### src/rtl/ctrl_debounce_decoder_pkg.sv
// Shared constants and helpers for the debounced control decoder.
package ctrl_debounce_decoder_pkg;

  localparam int unsigned DEFAULT_DEBOUNCE = 16;

  localparam bit MODE_LEVEL  = 1'b0;
  localparam bit MODE_TOGGLE = 1'b1;

  function automatic int unsigned clog2(input int unsigned value);
    int unsigned result;
    result = 0;
    while ((64'd1 << result) < 64'(value)) begin
      result++;
    end
    return result;
  endfunction

endpackage

### src/rtl/ctrl_debounce_decoder_chan.sv
// One control channel: 2-flop synchroniser, debounce counter, stable/toggle state
// and registered rise/fall strobes.
module ctrl_debounce_decoder_chan
  import ctrl_debounce_decoder_pkg::*;
#(
  parameter int unsigned DEBOUNCE = DEFAULT_DEBOUNCE,
  parameter bit          TOGGLE   = MODE_LEVEL
) (
  input  logic clk_i,
  input  logic rst_i,
  input  logic din_i,
  input  logic tgl_clr_i,
  output logic out_o,
  output logic rise_o,
  output logic fall_o,
  output logic accept_o
);

  localparam int unsigned CntW = (clog2(DEBOUNCE) < 1) ? 1 : clog2(DEBOUNCE);
  localparam logic [CntW-1:0] CntMax = CntW'(DEBOUNCE - 1);

  logic            s1_q, s1_d;
  logic            s2_q, s2_d;
  logic [CntW-1:0] cnt_q, cnt_d;
  logic            stable_q, stable_d;
  logic            tg_q, tg_d;
  logic            rise_q, rise_d;
  logic            fall_q, fall_d;
  logic            accept;

  always_comb begin
    s1_d     = din_i;
    s2_d     = s1_q;
    cnt_d    = cnt_q;
    stable_d = stable_q;
    tg_d     = tg_q;
    accept   = 1'b0;

    if (s2_q == stable_q) begin
      cnt_d = '0;
    end else if (cnt_q == CntMax) begin
      accept   = 1'b1;
      stable_d = s2_q;
      cnt_d    = '0;
    end else begin
      cnt_d = cnt_q + CntW'(1);
    end

    rise_d = accept & s2_q;
    fall_d = accept & ~s2_q;

    // Only presses toggle; a clear overrides a same-cycle press.
    if (accept && s2_q) begin
      tg_d = ~tg_q;
    end
    if (tgl_clr_i) begin
      tg_d = 1'b0;
    end
  end

  always_ff @(posedge clk_i or posedge rst_i) begin
    if (rst_i) begin
      s1_q     <= 1'b0;
      s2_q     <= 1'b0;
      cnt_q    <= '0;
      stable_q <= 1'b0;
      tg_q     <= 1'b0;
      rise_q   <= 1'b0;
      fall_q   <= 1'b0;
    end else begin
      s1_q     <= s1_d;
      s2_q     <= s2_d;
      cnt_q    <= cnt_d;
      stable_q <= stable_d;
      tg_q     <= tg_d;
      rise_q   <= rise_d;
      fall_q   <= fall_d;
    end
  end

  assign out_o    = (TOGGLE == MODE_TOGGLE) ? tg_q : stable_q;
  assign rise_o   = rise_q;
  assign fall_o   = fall_q;
  assign accept_o = accept;

endmodule

### src/rtl/ctrl_debounce_decoder.sv
// Debounced control decoder: WIDTH independent channels, level or toggle per channel,
// with registered rise/fall strobes and an aggregate change flag.
module ctrl_debounce_decoder
  import ctrl_debounce_decoder_pkg::*;
#(
  parameter int unsigned      WIDTH       = 4,
  parameter int unsigned      DEBOUNCE    = DEFAULT_DEBOUNCE,
  parameter logic [WIDTH-1:0] TOGGLE_MASK = '0
) (
  input  logic             clk,
  input  logic             rst,
  input  logic [WIDTH-1:0] ctrl_in,
  input  logic             tgl_clr,
  output logic [WIDTH-1:0] ctrl_out,
  output logic [WIDTH-1:0] ctrl_rise,
  output logic [WIDTH-1:0] ctrl_fall,
  output logic             changed
);

  logic [WIDTH-1:0] accept;
  logic             changed_q, changed_d;

  for (genvar i = 0; i < WIDTH; i++) begin : g_chan
    ctrl_debounce_decoder_chan #(
      .DEBOUNCE (DEBOUNCE),
      .TOGGLE   (TOGGLE_MASK[i])
    ) u_chan (
      .clk_i     (clk),
      .rst_i     (rst),
      .din_i     (ctrl_in[i]),
      .tgl_clr_i (tgl_clr),
      .out_o     (ctrl_out[i]),
      .rise_o    (ctrl_rise[i]),
      .fall_o    (ctrl_fall[i]),
      .accept_o  (accept[i])
    );
  end

  // Every accept yields exactly one rise or fall, so this lines up with the strobes.
  always_comb begin
    changed_d = |accept;
  end

  always_ff @(posedge clk or posedge rst) begin
    if (rst) begin
      changed_q <= 1'b0;
    end else begin
      changed_q <= changed_d;
    end
  end

  assign changed = changed_q;

endmodule
### config.mk
export PLATFORM = sky130hd
export DESIGN_NAME = ctrl_debounce_decoder
export DESIGN_NICKNAME = d
export VERILOG_FILES = /design/src/rtl/ctrl_debounce_decoder_pkg.sv /design/src/rtl/ctrl_debounce_decoder_chan.sv /design/src/rtl/ctrl_debounce_decoder.sv
export SDC_FILE = /design/constraint.sdc
export NUM_CORES = 1
export LEC_CHECK = 0
export ABC_CLOCK_PERIOD_IN_PS = 1920
export CAP_MARGIN = 0
export CORE_MARGIN = 5
export CORE_UTILIZATION = 40
export CTS_CLUSTER_SIZE = 40
export DETAILED_ROUTE_END_ITERATION = 10
export GPL_TIMING_DRIVEN = 0
export PLACE_DENSITY = 0.65
export SETUP_SLACK_MARGIN = 0.5
export SLEW_MARGIN = 20
export SYNTH_ARGS = -nofsm -noshare
export SYNTH_HDL_FRONTEND = slang
export SYNTH_SLANG_ARGS = --single-unit
### constraint.sdc
create_clock -name clk -period 1.92 [get_ports clk]
set_clock_uncertainty 0.1 [all_clocks]
set_input_delay 0.288 -clock clk [delete_from_list [all_inputs] [get_ports clk]]
set_output_delay 0.288 -clock clk [all_outputs]
set_load 0.1 [all_outputs]
==> impl_metrics.ini, run 1 <==
[outcome]
outcome = completed

[min_path]
hold_end = g_chan[2].u_chan.s2_q
holdPathStages = 0
min_from = g_chan[2].u_chan.s1_q
hold_path.class = reg -> reg

[synthesis]
synthCells = 113
yosysSeqAreaShare = 0.627
synthTopCellsByArea = dfrtp_1 (63%), buf_4 (6.1%), nor3b_1 (6.1%)
synth.most_common_cell = dfrtp_1
syn_area_per_cell_um2 = 13.1
syn-num-nets = 124
synth_edf_count = 0
async_flop_share = 1.00
ys_ff_latch = 37
yosys_warnings = 0
syn-cell-area_um2 = 1480
synth_cell_types = 18
synthFlopType = dfrtp_1
synth_common_cells = dfrtp_1 (37), buf_4 (12), nor3b_1 (12)
synth_top_area_share = 0.627
yosys.area.top_type = dfrtp_1

[grt]
grt_pass1_vias = 978
grt_max_degree = 38
grt_pass1_wl_um = 4130
grt_overflow = 0
antenna_found_initial = 0
grt.total_usage = 0.110

[floorplan]
core_area_um2 = 3610
num_rows = 22
die_w_um = 70.8
start_util = 0.409
die-area_um2 = 5010
ioPinCount = 20
dieHeight_um = 70.8

[route]
wl_met1_um = 950
routed_via_density = 4.80
top_layer_used = met4
firstDrtPassIters = 4
wl_um = 2420
vias = 908
ant_nets = 0
drc = 0
wl_met2_um = 1310
wl_per_cell_um = 12.8
drt_iter0_markers = 51
wl_met3_um = 92

[pwr]
powerDensity_nw_per_um2 = 767
p_leak_nw = 0.861
irDropWorstVdd_uv = 425
finalPower_mw = 1.45

[clock_tree]
cts-root-buf = clkbuf_8
clock_latency_ns = 0.28
clk_path_buf_depth = 2
postCtsHoldBufs = 0
cts_tree = done
clk_pin_slew_ns = 0.06
clock_sinks = 37
cts_buffers = 5
htreeDepth = 2

[cells_and_area]
syn2layout_area_growth_pct = 27.7
antenna_cells = 0
post_route_cells_drive_above_1_share = 0.348
fin_nets = 152
instances_no_fill = 189
fillCellCount = 298

[worst_setup_path]
timing.rr.start = g_chan[0].u_chan.out_o
critPathArrivalTime_ns = 1.03
r2r_end = changed
setup.worst_path.class = reg -> out
reg2reg_depth = 3
cp_max_fo = 5
r2r_slack_ns = 0.55
critPathLaunchType = flop
cp.required_ns = 1.53
critPathLaunch = g_chan[3].u_chan.out_o
endpoint_kind = primary output

[placement]
dp_hpwl_um = 1640
dp.cells = 179
preCtsSetupSlack_ns = -0.152
place_congestion = 0.684
io_buffers = 18

[timing]
max_freq_mhz = 703
hold_violations = 0
setup_viol = 0
period_needed_ns = 1.42
rsz0062_at_grt = yes
period_share = 0.740
drv_slew = 0
maxSlewHeadroom = 0.515
worstMarginPinSlew_ns = 0.726
fin_ws_ns = 0.498

[flow_run]
maxCapViolations = 0
## placed cells by master, fill, tap and decap left out
master | Yosys | layout
dfrtp_1 | 37 | 35
buf_4 | 12 | 20
nor3b_1 | 12 | 12
a21oi_1 | 8 | 8
xnor2_1 | 7 | 6
clkbuf_8 | 0 | 6
clkdlybuf4s50_1 | 0 | 5
nand3_2 | 0 | 4
nor2_1 | 4 | 4
nand4b_1 | 4 | 4
inv_1 | 5 | 4
o21ai_0 | 4 | 4
mux2_2 | 4 | 4
buf_6 | 0 | 4
ha_1 | 4 | 3
buf_12 | 0 | 3
and2b_1 | 2 | 2
xnor2_2 | 1 | 2
o22ai_1 | 2 | 2
dfrtp_2 | 0 | 2
and2b_2 | 1 | 1
or2_1 | 1 | 1
nor2b_1 | 1 | 1
inv_2 | 0 | 1
ha_2 | 0 | 1
clkbuf_1 | 0 | 1
buf_8 | 0 | 1
## metal layers
metal,global-route usage,vias to the layer above
li1,-,427
met1,0.0984,459
met2,0.198,17
met3,0.0355,5
met4,0.0898,0
met5,0,-
## where the power goes
group	switching (mW)	internal [mW]	leakage, nW
clock	0.244	0.284	0.0443
combinational	0.0407	0.0397	0.332
sequential	0.0290	0.809	0.485
## sequential cells by signal, summed over array words and instances (netlist names)
name and cells:
g_chan.u_chan.rise_o 4, g_chan.u_chan.cnt_q 16, g_chan.u_chan.fall_o 4, g_chan.u_chan.s1_q 4, g_chan.u_chan.s2_q 4, g_chan.u_chan.out_o 4, changed 1
## worst max path at each step
stage                                   to  slack (ns)
floorplan           g_chan[3].u_chan.out_o        0.59
global placement               ctrl_out[3]       -0.14
global route                   ctrl_out[3]        0.45
CTS                            ctrl_out[3]        0.43
finish                         ctrl_out[3]        0.50
detailed placement             ctrl_out[3]       -0.15
## timing repair
action                     CTS  global route
pin swaps                    0             0
resized for setup           88            13
setup endpoints to repair   17             8
hold endpoints to repair     0             0
setup buffers                2             1
## worst max-delay path: stages (launching register included)
cell,delay (ns)
dfrtp_2,0.44
buf_4,0.15
buf_8,0.16
## area by class of cell
class	count	area [um2]	area share
Clock buffer	7	86.3	0.0458
Tap cell	48	60.1	0.0319
Multi-Input combinational cell	59	472	0.250
Sequential cell	37	928	0.492
Timing Repair Buffer	21	219	0.116
Inverter	5	18.8	0.00995
Buffer	12	101	0.0537
## kinds of logic after synthesis
kind of cell / synth area share
fa+ha+maj: 0.0339
mux: 0.0305
xor+xnor: 0.0525
buf+inv: 0.0737
flops: 0.627
simple gates: 0.133
compound gates: 0.0492
## through the flow
step	hold WS (ns)	TNS, ns	area (um2)	utilization
after floorplan	0.219	0	1480	-
after global placement	0.232	-1.77	1720	0.476
after detailed placement	0.236	-0.484	1720	0.476
after CTS	0.250	0	1830	0.507
after global routing	0.257	0	1890	0.523
final	0.246	0	1890	0.523
Note: power is estimated with default switching activity, not from simulation.
==> inputs of run 2 (changes only) <==
Settings changed: ABC_CLOCK_PERIOD_IN_PS 1920 to 1180, PLACE_DENSITY 0.65 to 0.68.
Clock period 1.92 ns to 1.18 ns, I/O delays scaled along.
==> impl_metrics.ini, run 2 (synthesized netlist as in run 1, its figures left out) <==
[timing]
hold_violations = 0
drv_slew = 0
setup_viol = 26
period_share = 1.13
rsz0062_at_grt = yes
hold_ws_ns = 0.217
period_needed_ns = 1.33
worstMarginPinSlew_ns = 0.245
maxSlewHeadroom = 0.836
max_freq_mhz = 750
fin_ws_ns = -0.154

[route]
wl_per_cell_um = 15.5
drc = 0
ant_nets = 0
drt_iter0_markers = 29
routed_via_density = 4.74
wl_um = 3490
firstDrtPassIters = 4
vias = 1066

[grt]
grt_pass1_wl_um = 5620
grt.total_usage = 0.149
grt_overflow = 0
grt_max_degree = 13
antenna_found_initial = 0
grt_pass1_vias = 1168

[min_path]
holdPathStages = 1
hold_path.class = in -> reg
min_from = ctrl_in[1]
hold_end = g_chan[1].u_chan.s1_q

[worst_setup_path]
path_common_cell = buf_12
cp_max_fo = 4
max_stage_delay_ns = 0.47
path_cells = buf_12 -> buf_12
critPathArrivalTime_ns = 1.06
cp.required_ns = 0.90
timing.rr.start = g_chan[0].u_chan.out_o
endpoint_kind = primary output
crit_path_top_delay_cell = dfrtp_2
r2r_end = changed
r2r_slack_ns = -0.13
setup.worst_path.class = reg -> out
critPathLaunchType = flop
reg2reg_depth = 4

[flow_run]
maxCapViolations = 0

[floorplan]
core_area_um2 = 3610
die_w_um = 70.8
ioPinCount = 20
start_util = 0.409
num_rows = 22
die-area_um2 = 5010
dieHeight_um = 70.8

[cells_and_area]
fin_nets = 187
largest_reg_flops = 16
post_route_cells_drive_above_1_share = 0.701
final_area_um2 = 2730
layout_common_cells = dfrtp_1 (29), buf_4 (23), buf_12 (21), buf_6 (18), nor3b_2 (11)
fillCellCount = 213
syn2layout_area_growth_pct = 84.9
final_common_cell = dfrtp_1
regMostFlops = g_chan.u_chan.cnt_q
antenna_cells = 0

[clock_tree]
clk_path_buf_depth = 2
htreeDepth = 2
cts_tree = done
clk_pin_slew_ns = 0.08
cts_buffers = 5
cts-root-buf = clkbuf_8
postCtsHoldBufs = 0
clock_latency_ns = 0.29
clock_sinks = 37

[pwr]
powerDensity_nw_per_um2 = 979
irDropWorstVdd_uv = 841
power_frac_clock = 0.363
p_leak_nw = 1.15
switchingPower_uw = 637
p_seq_frac = 0.515
netSwitchingFraction = 0.238
internal_power_mw = 2.04
combPwrFrac = 0.122

[outcome]
violations = negative setup slack
outcome = finished with violations

[placement]
io_buffers = 18
place_congestion = 0.722
place_area_um2 = 1960
dp_hpwl_um = 1750
[run 2: cell types whose count changed in the layout (fill, tap and decap cells not counted), moves of 11 or more]
cell,change
buf_12,+18
buf_6,+14
nor3b_1,-12
nor3b_2,+11
[run 2: repair_timing]
item | CTS | global route
gates resized for setup | 150 | 8
setup endpoints to repair | 79 | 42
pin swaps | 13 | 10
buffers inserted | 34 | 3
cloned | 1 | 0
[run 2: area by class of cell]
cell class	count	area, um2	share of cell area
flip-flops and latches	37	936	0.343
multi-input cells	59	757	0.277
repair buffers	55	684	0.251
plain buffers	12	161	0.0591
clock buffers	7	96.3	0.0353
well taps	48	60.1	0.0220
inverters	5	22.5	0.00825
repair inverters	1	7.51	0.00275
clock inverters	1	5.00	0.00183
[run 2: per-stage QoR]
step,std cells,setup TNS [ns],total power [mW],setup WS [ns],utilization
6_report,225,-1.51,2.67,-0.154,0.757
5_1_grt,225,-2.69,2.78,-0.190,0.757
4_1_cts,222,-1.25,2.66,-0.154,0.741
3_5_place_dp,179,-13.11,1.56,-0.835,0.543
3_3_place_gp,179,-10.77,1.54,-0.825,0.543
2_1_floorplan,113,-0.0695,1.50,-0.0206,-
[run 2: worst max-delay path, delay by kind of cell, from the launching register on]
kind	cells	cell delay [ns]
buf+inv	2	0.29
flops	1	0.47
[run 2: power by group through the flow]
stage                     Combinational, mW  Clock (mW)  Sequential (mW)
after floorplan                       0.113           0             1.39
after global placement                0.143           0             1.40
after detailed placement              0.155           0             1.40
after CTS                             0.300       0.986             1.37
after global routing                  0.353        1.05             1.38
final                                 0.325       0.972             1.38
[run 2: worst max-delay path by stage]
stage,startpoint,to
floorplan,g_chan[2].u_chan.cnt_q[0],g_chan[2].u_chan.out_o
global placement,g_chan[2].u_chan.out_o,ctrl_out[2]
detailed placement,g_chan[2].u_chan.out_o,ctrl_out[2]
finish,g_chan[1].u_chan.out_o,ctrl_out[1]
global route,g_chan[0].u_chan.out_o,changed
CTS,g_chan[1].u_chan.out_o,ctrl_out[1]
[run 2: per-layer routing]
metal	wire (um)	GRT usage
met1	1330	0.163
met4	57	0.0752
met2	1960	0.268
met5	0	0
met3	137	0.0355
==> inputs of run 3 (changes only) <==
Settings changed: DONT_BUFFER_PORTS set to 1, GPL_ROUTABILITY_DRIVEN set to 0, PLACE_DENSITY 0.68 to 0.6, SYNTH_HIERARCHICAL set to 1.
==> impl_metrics.ini, run 3 <==
[route]
wl_per_cell_um = 15.4
drt_iter0_markers = 26
wl_um = 2850
drc = 0
routed_via_density = 4.99
firstDrtPassIters = 5
vias = 924
ant_nets = 0

[grt]
grt_overflow = 0
grt_pass1_wl_um = 4890
grt.total_usage = 0.125
antenna_found_initial = 0
grt_pass1_vias = 986
grt_max_degree = 12

[worst_setup_path]
endpoint_kind = flop
cp.required_ns = 1.29
critPathLaunchType = flop
setup.worst_path.class = reg -> reg
max_stage_delay_ns = 0.66
path_cells = xnor2_4 -> nor2_1 -> or4_1
crit_path_top_delay_cell = dfrtp_4
critPathArrivalTime_ns = 1.77
cp_max_fo = 5

[timing]
rsz0062_at_grt = yes
fin_ws_ns = -0.482
setup_tns_ns = -3.93
hold_ws_ns = -0.0435
hold_violations = 1
setup_viol = 34
max_freq_mhz = 602
drv_slew = 0
period_needed_ns = 1.66
maxSlewHeadroom = 0.599
worstMarginPinSlew_ns = 0.601
period_share = 1.41

[synthesis]
yosys_warnings = 6
synth.most_common_cell = dfrtp_1
synthCells = 107
syn-num-nets = 118
async_flop_share = 1.00
ys_ff_latch = 37
yosysSeqAreaShare = 0.640
synth_cell_types = 14
synth_common_cells = dfrtp_1 (37), inv_1 (9)
yosys.area.top_type = dfrtp_1
synth_top_area_share = 0.640
synth_edf_count = 0
synthFlopType = dfrtp_1
syn_area_per_cell_um2 = 13.5
synthTopCellsByArea = dfrtp_1 (64%), xnor2_1 (4.8%), mux2_4 (4.1%)
syn-cell-area_um2 = 1450

[pwr]
p_leak_nw = 0.802
finalPower_mw = 2.27
irDropWorstVdd_uv = 742
powerDensity_nw_per_um2 = 1100

[clock_tree]
cts-root-buf = clkbuf_4
clk_pin_slew_ns = 0.11
postCtsHoldBufs = 5
clock_latency_ns = 0.33
cts_tree = done
htreeDepth = 2
clock_sinks = 37
clk_path_buf_depth = 2
cts_buffers = 5

[floorplan]
ioPinCount = 20
num_rows = 21
core_area_um2 = 3420
die_w_um = 70.2
dieHeight_um = 70.2
die-area_um2 = 4920
start_util = 0.424

[cells_and_area]
syn2layout_area_growth_pct = 43.0
regMostFlops = g_chan.u_chan/cnt_q
post_route_cells_drive_above_1_share = 0.590
final_common_cell = dfrtp_1
antenna_cells = 0
layout_common_cells = dfrtp_1 (23), dfrtp_4 (13), buf_4 (11), nor3b_2 (10)
largest_reg_flops = 16
fin_nets = 149
fillCellCount = 274

[flow_run]
maxCapViolations = 0

[min_path]
hold_path.class = in -> async

[placement]
io_buffers = 0
dp_hpwl_um = 1700

[outcome]
violations = negative hold slack, negative setup slack
outcome = finished with violations
## run 3: cells by family after synthesis
kind of cell    synth area share
flops                      0.640
simple gates               0.171
compound gates            0.0415
buf+inv                   0.0233
xor+xnor                  0.0484
mux                       0.0415
fa+ha+maj                 0.0346
## run 3: through the flow
step | instances | hold slack, ns | setup slack [ns] | utilization | instance area [um2]
6_report | 185 | -0.0435 | -0.482 | 0.606 | 2070
5_1_grt | 185 | -0.0143 | -0.519 | 0.606 | 2070
4_1_cts | 180 | 0.103 | -0.514 | 0.580 | 1980
3_5_place_dp | 153 | -0.190 | -0.558 | 0.500 | 1710
3_3_place_gp | 153 | -0.191 | -0.522 | 0.500 | 1710
2_1_floorplan | 107 | -0.194 | -0.450 | - | 1650
## run 3: layer usage
layer	track usage	wire length, um	vias to the layer above	share of wire
li1	-	-	428	-
met1	0.145	1130	466	0.40
met2	0.224	1560	20	0.55
met3	0.0402	102	10	0.036
met4	0.0319	56	0	0.020
met5	0	0	-	0
## run 3: worst max-delay path: cells and delay by family, from the launching register on
kind	cells	cell delay [ns]
flops	1	0.66
xor+xnor	1	0.21
simple gates	2	0.58
## run 3: area by class of cell
| type | count | area [um2] | share of cell area |
|---|---|---|---|
| Timing Repair Buffer | 21 | 191 | 0.0925 |
| Clock inverter | 2 | 10.0 | 0.00484 |
| Timing Repair inverter | 3 | 15.0 | 0.00726 |
| Sequential cell | 37 | 976 | 0.472 |
| Tap cell | 46 | 57.6 | 0.0278 |
| Clock buffer | 6 | 41.3 | 0.0200 |
| Multi-Input combinational cell | 61 | 733 | 0.354 |
| Inverter | 9 | 45.0 | 0.0218 |
## run 3: power breakdown
group,internal (mW),leakage (nW),switching [mW]
combinational,0.147,0.309,0.114
sequential,1.31,0.461,0.0649
clock,0.227,0.0320,0.406
## run 3: timing repair
action	4_1_cts	5_1_grt
gates cloned	0	3
endpoints found under the hold margin	41	1
setup endpoints to repair	42	78
pin swaps	10	6
setup buffers	14	2
resized for setup	16	16
## run 3: worst paths after layout
| path | from | end | slack (ns) | cells after the start |
|---|---|---|---|---|
| max | g_chan[1].u_chan/out_o | changed | -0.48 | 3 |
| min | rst | changed | -0.04 | 2 |
| max reg2reg | g_chan[1].u_chan/out_o | changed | -0.48 | 3 |
| min reg2reg | g_chan[1].u_chan/s1_q | g_chan[1].u_chan/s2_q | 0.26 | 0 |
| max in group asynchronous | rst | g_chan[3].u_chan/rise_o | 0.60 | 2 |
| min in group clk | g_chan[1].u_chan/s1_q | g_chan[1].u_chan/s2_q | 0.26 | 0 |
